### config.mk
export PLATFORM = sky130hd
export DESIGN_NAME = id_operand_stage
export DESIGN_NICKNAME = d
export VERILOG_FILES = /design/src/rtl/id_operand_stage.sv
export SDC_FILE = /design/constraint.sdc
export NUM_CORES = 1
export LEC_CHECK = 0
export BUFFER_PORTS_ARGS = -buffer_cell sky130_fd_sc_hd__buf_2
export CAP_MARGIN = 20
export CORE_AREA = 2 2 142 144
export DETAILED_ROUTE_END_ITERATION = 7
export DIE_AREA = 0 0 144 146
export GPL_TIMING_DRIVEN = 0
export PLACE_DENSITY = 0.75
export SLEW_MARGIN = 20
export SYNTH_ARGS = -nofsm -noshare
export SYNTH_HDL_FRONTEND = slang
export SYNTH_SLANG_ARGS = --single-unit
### constraint.sdc
create_clock -name clk -period 3.3 [get_ports clk]
set_clock_uncertainty 0.2 [all_clocks]
set_input_delay 0.33 -clock clk [delete_from_list [all_inputs] [get_ports clk]]
set_output_delay 0.33 -clock clk [all_outputs]
set_load 0.05 [all_outputs]
### src/rtl/id_operand_stage.sv
// Decode/operand-fetch stage: drives the regfile read ports, bypasses its write port,
// and holds one decoded instruction in the ID/EX register with a load-use interlock.
module id_operand_stage #(
  parameter int N = 32,
  parameter int W = 32
) (
  input  logic                 clk,
  input  logic                 reset,
  input  logic                 in_valid,
  output logic                 in_ready,
  input  logic [31:0]          in_instr,
  input  logic [W-1:0]         in_pc,
  output logic [$clog2(N)-1:0] rf_raddr1,
  output logic [$clog2(N)-1:0] rf_raddr2,
  input  logic [W-1:0]         rf_rdata1,
  input  logic [W-1:0]         rf_rdata2,
  input  logic                 wb_wen,
  input  logic [$clog2(N)-1:0] wb_waddr,
  input  logic [W-1:0]         wb_wdata,
  input  logic                 flush,
  output logic                 out_valid,
  input  logic                 out_ready,
  output logic [W-1:0]         out_pc,
  output logic [W-1:0]         out_rs1_val,
  output logic [W-1:0]         out_rs2_val,
  output logic [W-1:0]         out_imm,
  output logic [$clog2(N)-1:0] out_rs1,
  output logic [$clog2(N)-1:0] out_rs2,
  output logic [$clog2(N)-1:0] out_rd,
  output logic [6:0]           out_opcode,
  output logic [2:0]           out_funct3,
  output logic                 out_funct7b5,
  output logic [31:0]          bubble_cnt
);

  localparam int AW = $clog2(N);

  localparam logic [6:0] OP_LUI    = 7'b0110111;
  localparam logic [6:0] OP_AUIPC  = 7'b0010111;
  localparam logic [6:0] OP_JAL    = 7'b1101111;
  localparam logic [6:0] OP_JALR   = 7'b1100111;
  localparam logic [6:0] OP_BRANCH = 7'b1100011;
  localparam logic [6:0] OP_LOAD   = 7'b0000011;
  localparam logic [6:0] OP_STORE  = 7'b0100011;
  localparam logic [6:0] OP_IMM    = 7'b0010011;
  localparam logic [6:0] OP_REG    = 7'b0110011;
  localparam logic [6:0] OP_SYSTEM = 7'b1110011;

  typedef enum logic {EMPTY, FULL} state_t;

  function automatic logic [W-1:0] imm_gen(input logic [31:0] instr);
    logic signed [31:0] imm;
    case (instr[6:0])
      OP_IMM, OP_LOAD, OP_JALR, OP_SYSTEM: imm = {{20{instr[31]}}, instr[31:20]};
      OP_STORE:         imm = {{20{instr[31]}}, instr[31:25], instr[11:7]};
      OP_BRANCH:        imm = {{19{instr[31]}}, instr[31], instr[7], instr[30:25], instr[11:8], 1'b0};
      OP_LUI, OP_AUIPC: imm = {instr[31:12], 12'h000};
      OP_JAL:           imm = {{11{instr[31]}}, instr[31], instr[19:12], instr[20], instr[30:21], 1'b0};
      default:          imm = '0;
    endcase
    return W'(imm);
  endfunction

  // x0 reads as zero and is never bypassed, even when the write port targets it.
  function automatic logic [W-1:0] sel_operand(input logic [AW-1:0] idx,
                                               input logic [W-1:0]  rdata,
                                               input logic          wen,
                                               input logic [AW-1:0] waddr,
                                               input logic [W-1:0]  wdata);
    if (idx == '0)                  return '0;
    else if (wen && waddr == idx)   return wdata;
    else                            return rdata;
  endfunction

  function automatic logic [31:0] sat_inc(input logic [31:0] v);
    return (v == '1) ? v : v + 32'd1;
  endfunction

  state_t          state_p1, state_nxt;
  logic [W-1:0]    pc_p1, rs1_val_p1, rs2_val_p1, imm_p1;
  logic [AW-1:0]   rs1_p1, rs2_p1, rd_p1;
  logic [6:0]      opcode_p1;
  logic [2:0]      funct3_p1;
  logic            f7b5_p1;
  logic [31:0]     bubble_p1;

  logic [6:0]      opcode;
  logic [AW-1:0]   src1, src2, dst;
  logic            rs1_used, rs2_used, lu_hit, advance, capture, bubble, hold;

  assign opcode    = in_instr[6:0];
  assign dst       = in_instr[7 +: AW];
  assign src1      = in_instr[15 +: AW];
  assign src2      = in_instr[20 +: AW];
  assign rf_raddr1 = src1;
  assign rf_raddr2 = src2;

  always_comb begin
    rs1_used = !(opcode inside {OP_LUI, OP_AUIPC, OP_JAL});
    rs2_used = opcode inside {OP_REG, OP_STORE, OP_BRANCH};
    lu_hit   = (state_p1 == FULL) && (opcode_p1 == OP_LOAD) && (rd_p1 != '0) &&
               ((rs1_used && rd_p1 == src1) || (rs2_used && rd_p1 == src2));
  end

  always_comb begin
    state_nxt = state_p1;
    bubble    = 1'b0;
    advance   = (state_p1 == FULL) && out_ready;
    in_ready  = !reset && !flush && !lu_hit && ((state_p1 == EMPTY) || out_ready);
    capture   = in_valid && in_ready;
    hold      = (state_p1 == FULL) && !advance && !flush;
    if (flush) begin
      state_nxt = EMPTY;
    end else if (capture) begin
      state_nxt = FULL;
    end else if (advance) begin
      state_nxt = EMPTY;
      bubble    = lu_hit;
    end
  end

  // ID/EX register boundary
  always_ff @(posedge clk) begin
    if (reset) begin
      state_p1   <= EMPTY;
      bubble_p1  <= '0;
      pc_p1      <= '0;
      rs1_val_p1 <= '0;
      rs2_val_p1 <= '0;
      imm_p1     <= '0;
      rs1_p1     <= '0;
      rs2_p1     <= '0;
      rd_p1      <= '0;
      opcode_p1  <= '0;
      funct3_p1  <= '0;
      f7b5_p1    <= 1'b0;
    end else begin
      state_p1 <= state_nxt;
      if (bubble) bubble_p1 <= sat_inc(bubble_p1);
      if (capture) begin
        pc_p1      <= in_pc;
        rs1_val_p1 <= sel_operand(src1, rf_rdata1, wb_wen, wb_waddr, wb_wdata);
        rs2_val_p1 <= sel_operand(src2, rf_rdata2, wb_wen, wb_waddr, wb_wdata);
        imm_p1     <= imm_gen(in_instr);
        rs1_p1     <= src1;
        rs2_p1     <= src2;
        rd_p1      <= dst;
        opcode_p1  <= opcode;
        funct3_p1  <= in_instr[14:12];
        f7b5_p1    <= in_instr[30];
      end else if (hold && wb_wen && wb_waddr != '0) begin
        // A stalled entry must not keep a stale operand once writeback updates it.
        if (wb_waddr == rs1_p1) rs1_val_p1 <= wb_wdata;
        if (wb_waddr == rs2_p1) rs2_val_p1 <= wb_wdata;
      end
    end
  end

  assign out_valid    = (state_p1 == FULL);
  assign out_pc       = pc_p1;
  assign out_rs1_val  = rs1_val_p1;
  assign out_rs2_val  = rs2_val_p1;
  assign out_imm      = imm_p1;
  assign out_rs1      = rs1_p1;
  assign out_rs2      = rs2_p1;
  assign out_rd       = rd_p1;
  assign out_opcode   = opcode_p1;
  assign out_funct3   = funct3_p1;
  assign out_funct7b5 = f7b5_p1;
  assign bubble_cnt   = bubble_p1;

endmodule

==> impl_metrics.yaml, run 1 <==
status:
  outcome: "completed"
yosys:
  synth_nets: 1220
  async_reset_ff_frac: 0
  synth_edf_count: 0
  synth-seq-area-share: 0.431
  synthFlopType: "dfxtp_1"
  netlist_area_um2: 8680
  synth-seq-cells: 187
  synth_top_area_frac: 0.431
  syn_inst: 1048
  ys_top_cells_by_area: "dfxtp_1, nand2_1, a21oi_1"
  avgSynthCellArea_um2: 8.29
  ys_warn_count: 0
  synthDistinctLibCells: 57
  synth.largest_area_cell: "dfxtp_1"
critical_path:
  required_ps: 2770
  cp_data_arrival_time_ps: 2720
  cp-end-kind: "primary output"
  critical_path_class: "flip-flop to primary output"
  start_kind: "flip-flop"
  cp_max_fo: 10
detailed_routing:
  wl_per_cell_um: 18.3
  via_per_inst: 5.43
  dr.first_iter.drc_count: 581
  vias: 9723
  first_pass_iters: 5
  route.detailed.drc: 0
  wirelength_um: 32700
  ant_nets: 0
sta:
  period_minus_slack_ps: 3250
  rsz0062_at_grt: "yes"
  max_slew_margin: 0.334
  finalHoldViolCount: 0
  fmax_mhz: 308
  setup_tns_ps: 0
  worst_pin_slew_ps: 991
  min_period_over_period: 0.984
  slew_violations: 0
  setup_viol: 0
cts:
  insertion_delay_ps: 440
  cts_tree: "done"
  cts_root_buf: "clkbuf_16"
  clk_pin_slew_ps: 80
  max-clock-path-buffers: 2
  numCtsBuffers: 17
  h-tree-depth: 4
  clock_sinks: 187
grt:
  grt_pass1_vias: 9557
  grt_max_degree: 19
  track_usage: 0.298
  antenna_found_initial: 1
  grt_first_pass_wirelength_um: 49400
  grt-ovfl-total: 0
pwr:
  peakVddDrop_mv: 0.350
  powerDensity_nw_per_um2: 451
  leakage_nw: 5.44
layout:
  area_growth_pct: 41.6
  multi_input_area_um2: 4370
  design_area_um2: 12300
  n_fill_cell: 1647
  layout_commonest_cell: "buf_2"
  drive_above_1_share: 0.308
  final_nets: 1683
  most-common-layout-cells: "buf_2, dfxtp_1, nand2_1"
  final_core_util: 0.636
  final-seq-area_um2: 3740
floorplan:
  initial_core_util: 0.449
  die_height_um: 146
  core_um2: 19300
  rows: 51
  die_w_um: 144
  io_pins: 369
  dieArea_um2: 21000
place:
  gp_congestion: 0.896
  dpl_cell_area_um2: 10800
  dp_hpwl_um: 23900
  numPortBuffers: 360
hold_path:
  hold_path_class: "input pin to flip-flop"
run:
  cap_violations: 0
-- layout make-up --
type	count	area share
Multi-Input combinational cell	732	0.356
Sequential cell	187	0.304
Timing Repair Buffer	444	0.215
Buffer	95	0.0370
Clock buffer	18	0.0357
Tap cell	265	0.0270
Clock inverter	14	0.0144
Inverter	34	0.0104
Antenna cell	1	0.000204
-- cells by family (layout without fill, tap and decap cells) --
group,Yosys count,count (layout),synth area share
flops,187,187,0.431
buf+inv,129,605,0.0667
compound gates,262,262,0.208
simple gates,432,432,0.254
other cells,0,1,0
xor+xnor,31,31,0.0313
mux,6,6,0.00749
fa+ha+maj,1,1,0.00144
-- critical path: stages, from the launching register on --
cell and delay, ps:
dfxtp_1 370, or4_1 540, o211ai_1 320, o21bai_1 240, buf_4 240, buf_4 200, and3_1 180, buf_4 210
-- what timing repair did --
item | CTS | global route
endpoints found under the hold margin | 89 | 0
setup endpoints to repair | 1 | 11
setup buffers | 0 | 0
pin swaps | 0 | 0
gates resized for setup | 3 | 2
hold buffers | 84 | 0
-- metal layers --
layer	global-route usage	vias up	wire (um)
met2	0.522	484	15900
met3	0.0826	99	2860
met5	0	-	0
li1	-	4653	-
met1	0.329	4487	12400
met4	0.146	0	1490
-- flip-flops by register name, summed over array words and instances, names as in the netlist --
signal / flops
out_funct3: 3
out_imm: 32
out_rs2_val: 32
out_rd: 5
out_rs1_val: 32
out_valid: 1
out_rs2: 5
out_opcode: 7
out_rs1: 5
out_pc: 32
bubble_cnt: 32
out_funct7b5: 1
-- power breakdown --
| group | switching [mW] | internal [mW] | leakage [nW] |
|---|---|---|---|
| Clock | 0.995 | 1.17 | 0.302 |
| Sequential | 0.0520 | 2.34 | 1.52 |
| Combinational | 0.651 | 0.338 | 3.62 |
-- cells in the mapped netlist, types with 7 or more instances --
master,number
a221o_1,32
nor3_1,30
xnor2_1,19
xor2_1,12
dfxtp_1,187
nor4_1,7
a211oi_1,27
inv_1,34
and3_1,42
nand4_1,15
buf_2,18
clkbuf_1,56
or4_1,8
a21oi_1,96
o211ai_2,30
nor2_1,41
nand3_1,59
nor2b_1,43
nand2_1,139
o21ai_0,59
or3_1,27
buf_4,11
-- per-stage QoR --
stage / std cells / power, mW / hold slack, ps / setup slack, ps
2_1_floorplan: 1048 / 3.03 / 266 / 409
3_3_place_gp: 1673 / 3.33 / 237 / -98.4
3_5_place_dp: 1673 / 3.34 / 247 / -96.1
4_1_cts: 1789 / 5.55 / 1.55 / 43.2
5_1_grt: 1790 / 5.73 / 8.39 / -91.8
6_report: 1790 / 5.55 / 25.1 / 52.9
-- final timing paths --
path,cells after the start,endpoint,slack (ps),start
setup / recovery,7,in_ready,50,out_rd[0]
hold / removal,3,out_rs2_val[21],30,rf_rdata2[21]
hold reg to reg,2,out_pc[30],260,out_pc[30]
setup reg to reg,8,out_pc[22],180,out_opcode[6]
Note: power is estimated with default switching activity, not from simulation.
==> run 2: changes to the inputs <==
--- a/config.mk
+++ b/config.mk
@@ -7,11 +7,14 @@
 export LEC_CHECK = 0
 export BUFFER_PORTS_ARGS = -buffer_cell sky130_fd_sc_hd__buf_2
 export CAP_MARGIN = 20
-export CORE_AREA = 2 2 142 144
+export CELL_PAD_IN_SITES_DETAIL_PLACEMENT = 1
+export CELL_PAD_IN_SITES_GLOBAL_PLACEMENT = 1
+export CORE_ASPECT_RATIO = 1.5
+export CORE_MARGIN = 1.5
+export CORE_UTILIZATION = 34
 export DETAILED_ROUTE_END_ITERATION = 7
-export DIE_AREA = 0 0 144 146
 export GPL_TIMING_DRIVEN = 0
-export PLACE_DENSITY = 0.75
+export PLACE_DENSITY_LB_ADDON = 0.1
 export SLEW_MARGIN = 20
 export SYNTH_ARGS = -nofsm -noshare
 export SYNTH_HDL_FRONTEND = slang
==> run 2 against run 1 <==
Cell area rose by 1.7%. Global-route usage fell by 3.1 points. Hold slack got worse by 11 ps. First-iteration DRC count fell by 50%. Clock power fell by 2%. Die area rose by 26%. Wire length rose by 9.5%. Non-clock buffer count rose by 14. Sequential cell count did not move. Register-to-register slack improved by 60 ps. Largest power group unchanged.
==> impl_metrics.yaml, run 2 (synthesis gave the netlist of run 1 again) <==
pwr:
  pwr-share-comb: 0.182
  leakage_nw: 5.49
  powerDensity_nw_per_um2: 442
  peakVddDrop_mv: 0.370
  p_sw_mw: 1.67
  p_sw_frac: 0.303
  p_seq_frac: 0.432
  p_int_mw: 3.85
  p_clk_frac: 0.386
cts:
  cts_root_buf: "clkbuf_16"
  numCtsBuffers: 17
  cts_tree: "done"
  insertion_delay_ps: 450
  h-tree-depth: 4
  max-clock-path-buffers: 2
  clk_pin_slew_ps: 80
  postCtsSetupBuffers: 0
  clock_sinks: 187
hold_path:
  worstHoldEndpoint: "out_rs1_val[17]"
  hold_path_class: "input pin to flip-flop"
  hold_start: "rf_rdata1[17]"
  hold_depth: 3
grt:
  grt_first_pass_wirelength_um: 55000
  grt_max_degree: 17
  antenna_found_initial: 1
  grt-ovfl-total: 0
  track_usage: 0.267
  grt_pass1_vias: 9995
detailed_routing:
  via_per_inst: 5.20
  dr.first_iter.drc_count: 289
  vias: 9711
  wl_per_cell_um: 19.2
  route.detailed.drc: 0
  ant_nets: 0
  wirelength_um: 35800
  first_pass_iters: 4
layout:
  layout_commonest_cell: "buf_2"
  design_area_um2: 12500
  final_nets: 1697
  most-common-layout-cells: "buf_2, dfxtp_1, nand2_1"
  drive_above_1_share: 0.308
  layout.cells.non_filler: 1867
  area_growth_pct: 44.0
floorplan:
  die_height_um: 199
  io_pins: 369
  dieArea_um2: 26500
  core_um2: 25100
  initial_core_util: 0.347
  rows: 71
  die_w_um: 133
place:
  gp_congestion: 0.859
  placed_cells: 1736
  dp_hpwl_um: 26700
  dpl_cell_area_um2: 10900
  numPortBuffers: 360
  place_ws_ps: -374
sta:
  period_minus_slack_ps: 3210
  fmax_mhz: 312
  min_period_over_period: 0.972
  finalHoldViolCount: 0
  max_slew_margin: 0.417
  slew_violations: 0
  setup_slack_ps: 92.2
  rsz0062_at_grt: "yes"
  setup_viol: 0
  worst_pin_slew_ps: 866
critical_path:
  r2r_start: "out_opcode[6]"
  r2r_cells: 8
  critical_path_class: "flip-flop to primary output"
  cp-end-kind: "primary output"
  start_kind: "flip-flop"
  cp_max_fo: 10
  cp_data_arrival_time_ps: 2680
  r2r_slack_ps: 240
  timing.rr.end: "out_rs2_val[30]"
  required_ps: 2770
run:
  cap_violations: 0
status:
  outcome: "completed"
## run 2: cell types whose count changed in the layout (fill, tap and decap cells not counted), moves of 2 or more
cell / change
clkbuf_2: +2
dlygate4sd3_1: +14
inv_8: -4
clkinv_4: +2
buf_1: -3
## run 2: how the worst max path moves through the flow
stage | slack (ps) | end | depth (start not counted) | startpoint
2_1_floorplan | 410 | out_rs1_val[10] | 9 | out_valid
3_3_place_gp | -350 | out_rs1_val[17] | 10 | in_instr[6]
3_5_place_dp | -370 | out_rs1_val[17] | 10 | in_instr[6]
4_1_cts | -30 | in_ready | 7 | out_rd[1]
5_1_grt | -30 | in_ready | 7 | out_rd[0]
6_report | 90 | in_ready | 7 | out_rd[0]
## run 2: power groups by stage
stage | registers (mW) | clock network, mW | logic (mW)
floorplan | 2.73 | 0 | 0.308
global placement | 2.44 | 0 | 0.897
detailed placement | 2.44 | 0 | 0.907
CTS | 2.39 | 2.18 | 1.00
global route | 2.40 | 2.27 | 1.07
finish | 2.39 | 2.13 | 1.00
## run 2: what timing repair did
item | 4_1_cts | 5_1_grt
endpoints found under the setup margin | 11 | 31
hold endpoints to repair | 105 | 0
hold buffers | 98 | 0
gates resized for setup | 3 | 5
pin swaps | 0 | 1
## run 2: final cells by class
type                       count  area (um2)
sequential                   187        3740
buffer                        95         459
clock inverter                12         139
tap                          328         410
timing repair buffer         458        2790
fill                        3130       12500
multi-input combinational    732        4380
clock buffer                  20         457
antenna                        1        2.50
inverter                      34         128
## run 2: worst max-delay path, stage by stage (launching register included)
cell	delay, ps
dfxtp_1	370
or4_1	530
o211ai_1	320
o21bai_2	220
buf_4	210
buf_4	190
and3_1	160
clkbuf_4	230
## run 2: metrics by stage
stage                     utilization  hold WS [ps]  setup TNS [ps]  power [mW]
after floorplan                     -           266               0        3.03
after global placement          0.435           239           -8250        3.33
after detailed placement        0.435           243          -10330        3.35
after CTS                       0.499         0.421           -26.4        5.57
after global routing            0.499          9.14           -34.5        5.74
final                           0.499          14.1               0        5.53
## run 2: layer usage
metal | global-route usage | up-vias | routed length, um
li1 | - | 4670 | -
met1 | 0.282 | 4673 | 13800
met2 | 0.504 | 312 | 18900
met3 | 0.0652 | 56 | 2160
met4 | 0.107 | 0 | 975
met5 | 0 | - | 0
==> run 3: changes to the inputs <==
--- a/config.mk
+++ b/config.mk
@@ -5,14 +5,13 @@
 export SDC_FILE = /design/constraint.sdc
 export NUM_CORES = 1
 export LEC_CHECK = 0
-export BUFFER_PORTS_ARGS = -buffer_cell sky130_fd_sc_hd__buf_2
 export CAP_MARGIN = 20
 export CELL_PAD_IN_SITES_DETAIL_PLACEMENT = 1
 export CELL_PAD_IN_SITES_GLOBAL_PLACEMENT = 1
-export CORE_ASPECT_RATIO = 1.5
-export CORE_MARGIN = 1.5
-export CORE_UTILIZATION = 34
+export CORE_AREA = 2 2 142 144
 export DETAILED_ROUTE_END_ITERATION = 7
+export DIE_AREA = 0 0 144 146
+export DONT_BUFFER_PORTS = 1
 export GPL_TIMING_DRIVEN = 0
 export PLACE_DENSITY_LB_ADDON = 0.1
 export SLEW_MARGIN = 20
==> constraint.sdc (replaced) <==
create_clock -name clk -period 3.3 [get_ports clk]
set_clock_uncertainty 0.2 [all_clocks]
set_input_delay 0.33 -clock clk [delete_from_list [all_inputs] [get_ports clk]]
set_output_delay 0.33 -clock clk [all_outputs]
set_load 0.1 [all_outputs]
==> run 3 against run 2 <==
Cell count decreased by 21%. First-iteration DRC count grew 42%. Register-to-register slack worse by 210 ps. Critical path depth grew 2. Critical path type is now flip-flop to flip-flop. Largest cell class unchanged. Wire length up 6.0%.
==> impl_metrics.yaml, run 3 (synthesis gave the netlist of run 1 again) <==
hold_path:
  hold_start: "wb_wdata[2]"
  hold_path_class: "input pin to flip-flop"
  hold_depth: 2
  worstHoldEndpoint: "out_rs2_val[2]"
cts:
  numCtsBuffers: 17
  clock_sinks: 187
  cts_tree: "done"
  clk_pin_slew_ps: 90
  cts_root_buf: "clkbuf_16"
  insertion_delay_ps: 440
  max-clock-path-buffers: 2
  h-tree-depth: 4
critical_path:
  start_kind: "flip-flop"
  cp_data_arrival_time_ps: 3400
  r2r_start: "out_opcode[3]"
  cp-end-kind: "flip-flop"
  r2r_slack_ps: 30
  timing.rr.end: "out_rs1_val[27]"
  required_ps: 3430
  r2r_cells: 9
  cp_max_fo: 10
  critical_path_class: "flip-flop to flip-flop"
floorplan:
  io_pins: 369
  initial_core_util: 0.449
  rows: 51
  core_um2: 19300
  die_w_um: 144
  dieArea_um2: 21000
  die_height_um: 146
detailed_routing:
  route.detailed.drc: 0
  wl_per_cell_um: 25.6
  dr.first_iter.drc_count: 410
  ant_nets: 0
  wirelength_um: 37900
  vias: 8937
  first_pass_iters: 5
  via_per_inst: 6.03
sta:
  setup_viol: 0
  period_minus_slack_ps: 3270
  min_period_over_period: 0.992
  finalHoldViolCount: 0
  max_slew_margin: 0.192
  whs_ps: 14.9
  slew_violations: 0
  worst_pin_slew_ps: 1210
  fmax_mhz: 305
pwr:
  leakage_nw: 3.96
  powerDensity_nw_per_um2: 522
  peakVddDrop_mv: 0.373
  finalPower_mw: 5.76
grt:
  grt_max_degree: 20
  grt_first_pass_wirelength_um: 55600
  grt-ovfl-total: 0
  grt_pass1_vias: 9333
  antenna_found_initial: 9
  track_usage: 0.342
place:
  numPortBuffers: 0
  dp_hpwl_um: 24400
  dpl_cell_area_um2: 9020
  gp_congestion: 0.865
layout:
  most-common-layout-cells: "dfxtp_1, nand2_1, dlygate4sd3_1"
  n_fill_cell: 2264
  design_area_um2: 11000
  area_growth_pct: 27.1
  final_nets: 1368
  drive_above_1_share: 0.131
  layout_commonest_cell: "dfxtp_1"
status:
  outcome: "completed"
run:
  cap_violations: 0
## run 3: cell count changes in the layout (fill, tap and decap cells not counted), moves of 4 or more
cell           before  now
inv_8               0    4
dfxtp_1           187  146
dfxtp_2             0   31
diode_2             1    9
clkinv_4            5    0
dfxtp_4             0   10
buf_2             377   19
dlygate4sd3_1      98  127
## run 3: worst max-delay path by stage
| stage | from | endpoint | cells past startpoint |
|---|---|---|---|
| 2_1_floorplan | out_opcode[1] | out_rs1_val[10] | 9 |
| 3_3_place_gp | out_valid | out_rs1[2] | 8 |
| 3_5_place_dp | out_opcode[1] | out_rs1[3] | 8 |
| 4_1_cts | out_opcode[6] | out_rs1[3] | 8 |
| 5_1_grt | out_opcode[3] | out_rs1_val[27] | 9 |
| 6_report | out_opcode[3] | out_rs1_val[27] | 9 |
## run 3: final cells by class
| class | instances | area, um2 | area share |
|---|---|---|---|
| Buffer | 94 | 462 | 0.0418 |
| Multi-Input combinational cell | 732 | 4380 | 0.397 |
| Sequential cell | 187 | 3820 | 0.346 |
| Timing Repair Buffer | 130 | 1290 | 0.117 |
| Inverter | 34 | 128 | 0.0116 |
| Clock buffer | 17 | 425 | 0.0385 |
| Tap cell | 265 | 332 | 0.0300 |
| Clock inverter | 15 | 179 | 0.0162 |
| Antenna cell | 9 | 22.5 | 0.00204 |
## run 3: worst max-delay path, cell delays in order, from the launching register on
cell and delay [ps]:
dfxtp_2 510, nor4_2 310, o211ai_1 180, or4_1 600, and3_1 200, buf_6 140, or3_1 350, buf_2 190
buf_6 170, o211ai_2 310
## run 3: per-layer routing
metal,GRT usage,vias to the layer above,routed length [um]
met2,0.594,430,19000
met1,0.371,4357,13900
met4,0.162,4,1560
met5,0,-,21
li1,-,4022,-
met3,0.114,124,3540
## run 3: power breakdown
group	leakage [nW]	total [mW]	internal (mW)	switching (mW)
Sequential	1.54	3.02	2.33	0.691
Combinational	2.12	0.585	0.253	0.332
Clock	0.291	2.15	1.09	1.06
Total	3.96	5.76	3.67	2.09
## run 3: through the flow
| stage | instances | setup WS, ps | utilization | TNS, ps |
|---|---|---|---|---|
| 4_1_cts | 1474 | 19.8 | 0.569 | 0 |
| 6_report | 1483 | 26.1 | 0.571 | 0 |
| 3_5_place_dp | 1313 | -736 | 0.467 | -57310 |
| 5_1_grt | 1482 | -124 | 0.571 | -163 |
| 3_3_place_gp | 1313 | -792 | 0.466 | -76320 |
| 2_1_floorplan | 1048 | 29.4 | - | 0 |
## run 3: what timing repair did
item,in CTS,in global routing
gates cloned,0,0
gates resized for setup,49,13
hold buffers,127,0
setup endpoints to repair,185,45
buffers inserted,3,0
pin swaps,2,2
hold endpoints to repair,148,0
